`config.mk`:
```
export PLATFORM = sky130hd
export DESIGN_NAME = store_buffer_be
export DESIGN_NICKNAME = d
export VERILOG_FILES = /design/src/rtl/store_buffer_be.sv
export SDC_FILE = /design/constraint.sdc
export NUM_CORES = 2
export LEC_CHECK = 0
export CAP_MARGIN = 20
export CORE_ASPECT_RATIO = 1.4
export CORE_MARGIN = 2
export CORE_UTILIZATION = 50
export DETAILED_ROUTE_END_ITERATION = 7
export GPL_ROUTABILITY_DRIVEN = 0
export PLACE_DENSITY = 0.68
export SYNTH_ARGS = -nofsm -noshare
export SYNTH_HDL_FRONTEND = slang
export SYNTH_SLANG_ARGS = --single-unit
export TNS_END_PERCENT = 50
```
`constraint.sdc`:
```
create_clock -name clk -period 9.1 [get_ports clk]
set_clock_uncertainty 0.05 [all_clocks]
set_input_delay 1.365 -clock clk [delete_from_list [all_inputs] [get_ports clk]]
set_output_delay 1.365 -clock clk [all_outputs]
set_load 0.05 [all_outputs]
```
`src/rtl/store_buffer_be.sv`:
```
// In-order store buffer between the LSU and data memory: per-byte enables,
// optional merge into the youngest entry, and per-byte load forwarding.
module store_buffer_be #(
    parameter int unsigned DATA_BITS = 32,
    parameter int unsigned ADDR_BITS = 32,
    parameter int unsigned SLOTS     = 8,
    parameter int unsigned IDX_BITS  = 3,
    parameter int unsigned COALESCE  = 1
) (
    input  logic                   clk,
    input  logic                   rst,
    input  logic                   flush,
    input  logic                   push_valid,
    input  logic [ADDR_BITS-1:0]   push_addr,
    input  logic [DATA_BITS-1:0]   push_data,
    input  logic [DATA_BITS/8-1:0] push_be,
    output logic                   push_ready,
    input  logic                   ld_valid,
    input  logic [ADDR_BITS-1:0]   ld_addr,
    input  logic [DATA_BITS/8-1:0] ld_be,
    output logic                   ld_hit,
    output logic                   ld_partial,
    output logic [DATA_BITS-1:0]   ld_data,
    output logic                   mem_valid,
    output logic [ADDR_BITS-1:0]   mem_addr,
    output logic [DATA_BITS-1:0]   mem_data,
    output logic [DATA_BITS/8-1:0] mem_be,
    input  logic                   mem_ready,
    output logic [IDX_BITS:0]      count,
    output logic                   empty,
    output logic                   full
);
    localparam int unsigned NB  = DATA_BITS / 8;
    localparam int unsigned OFF = $clog2(NB);
    localparam int unsigned WA  = ADDR_BITS - OFF;

    typedef logic [IDX_BITS-1:0] idx_t;
    typedef logic [IDX_BITS:0]   cnt_t;

    logic [WA-1:0]        wa_q   [SLOTS];
    logic [DATA_BITS-1:0] data_q [SLOTS];
    logic [NB-1:0]        be_q   [SLOTS];

    idx_t head_q, head_d, tail_q, tail_d;
    cnt_t count_q, count_d;

    logic [WA-1:0] push_wa, ld_wa;
    idx_t          youngest;
    logic          coalesce_ok, push_acc, do_merge, do_alloc, retire;
    logic          unused_addr_lsbs;

    assign push_wa  = push_addr[ADDR_BITS-1:OFF];
    assign ld_wa    = ld_addr[ADDR_BITS-1:OFF];
    assign unused_addr_lsbs = ^{push_addr[OFF-1:0], ld_addr[OFF-1:0]};
    assign youngest = tail_q - idx_t'(1);

    // count>=2 keeps the merge target off the head, whose fields must stay stable
    assign coalesce_ok = (COALESCE != 0) && (count_q >= cnt_t'(2))
                         && (wa_q[youngest] == push_wa);

    assign empty      = (count_q == '0);
    assign full       = (count_q == cnt_t'(SLOTS));
    assign count      = count_q;
    assign push_ready = !full || coalesce_ok;
    assign push_acc   = push_valid && push_ready;
    assign do_merge   = push_acc && coalesce_ok;
    assign do_alloc   = push_acc && !coalesce_ok;

    assign mem_valid = !empty;
    assign mem_addr  = empty ? '0 : {wa_q[head_q], {OFF{1'b0}}};
    assign mem_data  = empty ? '0 : data_q[head_q];
    assign mem_be    = empty ? '0 : be_q[head_q];
    assign retire    = mem_valid && mem_ready;

    always_comb begin
        head_d  = head_q;
        tail_d  = tail_q;
        count_d = count_q;
        if (rst || flush) begin
            head_d  = '0;
            tail_d  = '0;
            count_d = '0;
        end else begin
            if (retire)   head_d = head_q + idx_t'(1);
            if (do_alloc) tail_d = tail_q + idx_t'(1);
            case ({do_alloc, retire})
                2'b10:   count_d = count_q + cnt_t'(1);
                2'b01:   count_d = count_q - cnt_t'(1);
                default: count_d = count_q;
            endcase
        end
    end

    always_ff @(posedge clk) begin
        head_q  <= head_d;
        tail_q  <= tail_d;
        count_q <= count_d;
    end

    always_ff @(posedge clk) begin
        if (!rst && !flush) begin
            if (do_alloc) begin
                wa_q[tail_q]   <= push_wa;
                data_q[tail_q] <= push_data;
                be_q[tail_q]   <= push_be;
            end
            if (do_merge) begin
                for (int unsigned b = 0; b < NB; b++) begin
                    if (push_be[b]) data_q[youngest][b*8 +: 8] <= push_data[b*8 +: 8];
                end
                be_q[youngest] <= be_q[youngest] | push_be;
            end
        end
    end

    logic [NB-1:0] covered;
    idx_t          slot;

    // Walk oldest to youngest so later matches overwrite: youngest byte wins.
    always_comb begin
        ld_data = '0;
        covered = '0;
        slot    = '0;
        if (ld_valid) begin
            for (int unsigned k = 0; k < SLOTS; k++) begin
                slot = head_q + idx_t'(k);
                if ((cnt_t'(k) < count_q) && (wa_q[slot] == ld_wa)) begin
                    for (int unsigned b = 0; b < NB; b++) begin
                        if (ld_be[b] && be_q[slot][b]) begin
                            ld_data[b*8 +: 8] = data_q[slot][b*8 +: 8];
                            covered[b]        = 1'b1;
                        end
                    end
                end
            end
        end
    end

    assign ld_hit     = ld_valid && (covered == ld_be);
    assign ld_partial = (|covered) && !ld_hit;

endmodule

```
==> run metrics <==
initial core utilization 50.3%; vias per cell 7.62; Critical Path Start head_q[0]; DR WL/cell 35.6 um; critical path peak fanout 35; Die W 269 um; # Post-CTS Setup Buffers 0; relative slew slack 12.0%; Top Family by Delay on Critical Path simple AND/OR/NAND/NOR gates; Total Routing Usage GR 37.9%; register area share after synthesis 32.8%; hold path start count[0]; Final Cycle Share 98.0%; full die area 101,000 um2; worst path required time 7.69 ns; Crit-path slowest cell nand3_1; initial drt markers 7,180; Synth Warn # 0; Fillers 8,035; met3 track demand over resource 12.8%; multi-input combinational cell area 31,300 um2; post-route minimum period 8.92 ns; Std-Cell Rows 136; initial antenna violation count 21; worst skew pair latency 0.67 ns; max-slew violations 0; share of cells above drive strength 1 26.1%; EDFF count, synth 528; drt pass-1 iters 8; RSZ-0062 raised after global routing no; largest net degree at the start of global routing 146; Finished Layout Cells 5,448; Max Cap Viol 0; CTS sink count 541; most frequent CP cell a21oi_1; final setup fails 0; R2R Path Start tail_q[0]; Syn Inst Count 4,015; Antenna Nets Post-Route 0; via count 41.5k; power per cell area 114 nW/um2; # resized after CTS 0; Worst-Margin Slew 1.31 ns; met2 Use GR 59.3%; first-pass GRT wire length 276 mm; GR met1 Demand/Resource 42.7%; area growth from synthesis to layout 11.3%; status finished, violations left; core area 97,800 um2; critical-path cell list clkinv_1 -> ha_4 -> buf_4 -> mux4_2 -> xnor2_1 -> o21ai_0 -> nor4_1 -> o22ai_1 -> nor3_2 -> nand3_1 -> a21oi_1 -> a21oi_1 -> o311ai_0 -> and4_1 -> buf_12; Die H 375 um; CP arrival 7.50 ns; Yosys cell types 103; GRT Residual Overflow 0; post-synthesis register bit count 541; Top Usage Layer GRT met2; Layout Nets 4,192; endpoint class of the critical path output pin; Pwr Total 6.24 mW; cts-stage hold buffer count 0; Cell Area, Synth 49,200 um2; final worst slack 0.184 ns; Num CTS Buffers 53; number of global-route vias before repair 38.9k; I/O Buffers 213; setup TNS 0 ns; Min-Delay Path Class register to register; Startpoint Class register; Final Hold Fails 0; final wirelength 194 mm; failing checks DRC; DP HPWL 133 mm; FF/Latch Area 16,100 um2; root buffer cell clkbuf_16; CP peak stage delay 0.73 ns; Place WS 1.35 ns; drt drc 90; Max Root-Sink Buffers 3; CTS H-tree depth 2; CTS tree built; Synth async-reset ratio 0%; io pins 220; placed insts 5,318; ys flop type edfxtp_1; Clk pin slew, worst setup/hold paths 0.07 ns; critical path class register to output pin; Leakage Power 16.9 nW; CP Buf/Inv Count 3; mean post-synth cell area 12.3 um2; Max Clk Rate 0.112 GHz; peak supply drop 147 uV
==> synth_stat cells (all sizes together) (45+ instances only) <==
master,n,area [um2]
o22ai,54,338
nor3,46,240
buf,219,1280
clkbuf,150,579
and2,52,327
a22oi,45,338
o21ai,56,280
mux2,94,1060
mux2i,353,3530
edfxtp,528,15900
a21oi,109,546
xnor2,170,1490
nand2,427,1600
nand2b,48,303
nand3,89,445
mux4,657,14900
nor2,263,990
==> cell type report <==
type,count,area share [%]
sequential,541,29.5
antenna,20,0.0914
timing repair buffer,372,6.83
inverter,46,0.320
tap,1311,3.00
clock buffer,67,2.56
clock inverter,32,0.603
multi-input combinational,3059,57.1
==> registers in the layout, summed over array words and instances, names as in the netlist, named ones only <==
register,cells
be_q,32
head_q,3
data_q,256
wa_q,240
count,4
tail_q,3
==> worst reg2reg max path: stages (launching register included) <==
cell,delay [ns]
dfxtp_4,0.65
buf_4,0.55
buf_4,0.68
mux4_2,0.68
mux2i_1,0.24
xnor2_2,0.32
nor4_1,0.79
nand4_1,0.19
nor4_1,0.81
and3_1,0.28
buf_4,0.21
o41ai_2,0.12
clkbuf_4,0.21
nor2_1,0.15
a21oi_1,0.08
buf_4,0.21
nor2_1,0.90
==> cells in the final DEF, fill, tap and decap left out, drive strengths merged, types with 33 or more instances in the layout <==
cell type / n
a22oi: 45
mux4: 657
edfxtp: 528
nor2: 263
inv: 36
nor4: 44
and2: 52
nand3: 89
mux2: 94
clkdlybuf4s50: 179
nand2: 427
clkbuf: 69
mux2i: 353
nand2b: 48
xor2: 35
o21ai: 56
clkinv: 33
nor3: 46
xnor2: 170
buf: 191
o22ai: 54
nand4: 44
a21oi: 109
==> per-layer routing <==
| metal | vias to the layer above | share of wire, % | wire length, um |
|---|---|---|---|
| met2 | 3751 | 46 | 89100 |
| li1 | 16400 | - | - |
| met1 | 20300 | 31 | 59500 |
| met4 | 14 | 9.5 | 18500 |
| met3 | 967 | 14 | 26600 |
| met5 | - | 0.047 | 91 |
==> through the flow <==
step	cell area [um2]	util, %	hold WS, ns
2_1_floorplan	49200	-	0.534
3_3_place_gp	52800	54.0	0.596
3_5_place_dp	52800	54.0	0.619
4_1_cts	54600	55.8	0.637
5_1_grt	54700	55.9	0.685
6_report	54700	56.0	0.637
==> final timing paths <==
kind                                 endpoint  slack [ns]  cells past startpoint
worst max-delay path              ld_data[12]        0.18                     15
worst min-delay path                 count[0]        0.64                      2
worst max register to register  data_q[5][14]        1.57                     16
worst min register to register       count[0]        0.64                      2
==> where the power goes <==
part	switching, mW	total, mW	internal, mW
Sequential	0.0305	2.78	2.75
Clock	1.02	2.26	1.24
Combinational	0.750	1.20	0.454
==> cells by family after synthesis <==
group           after synthesis  synth area share, %
buf+inv                     416                 4.14
mux                        1104                 39.6
flops                       541                 32.8
other cells                   1              0.00762
xor+xnor                    205                 3.65
compound gates              562                 8.07
simple gates               1177                 11.6
fa+ha+maj                     9                0.229
No activity file was read; power rests on OpenSTA's default activity.
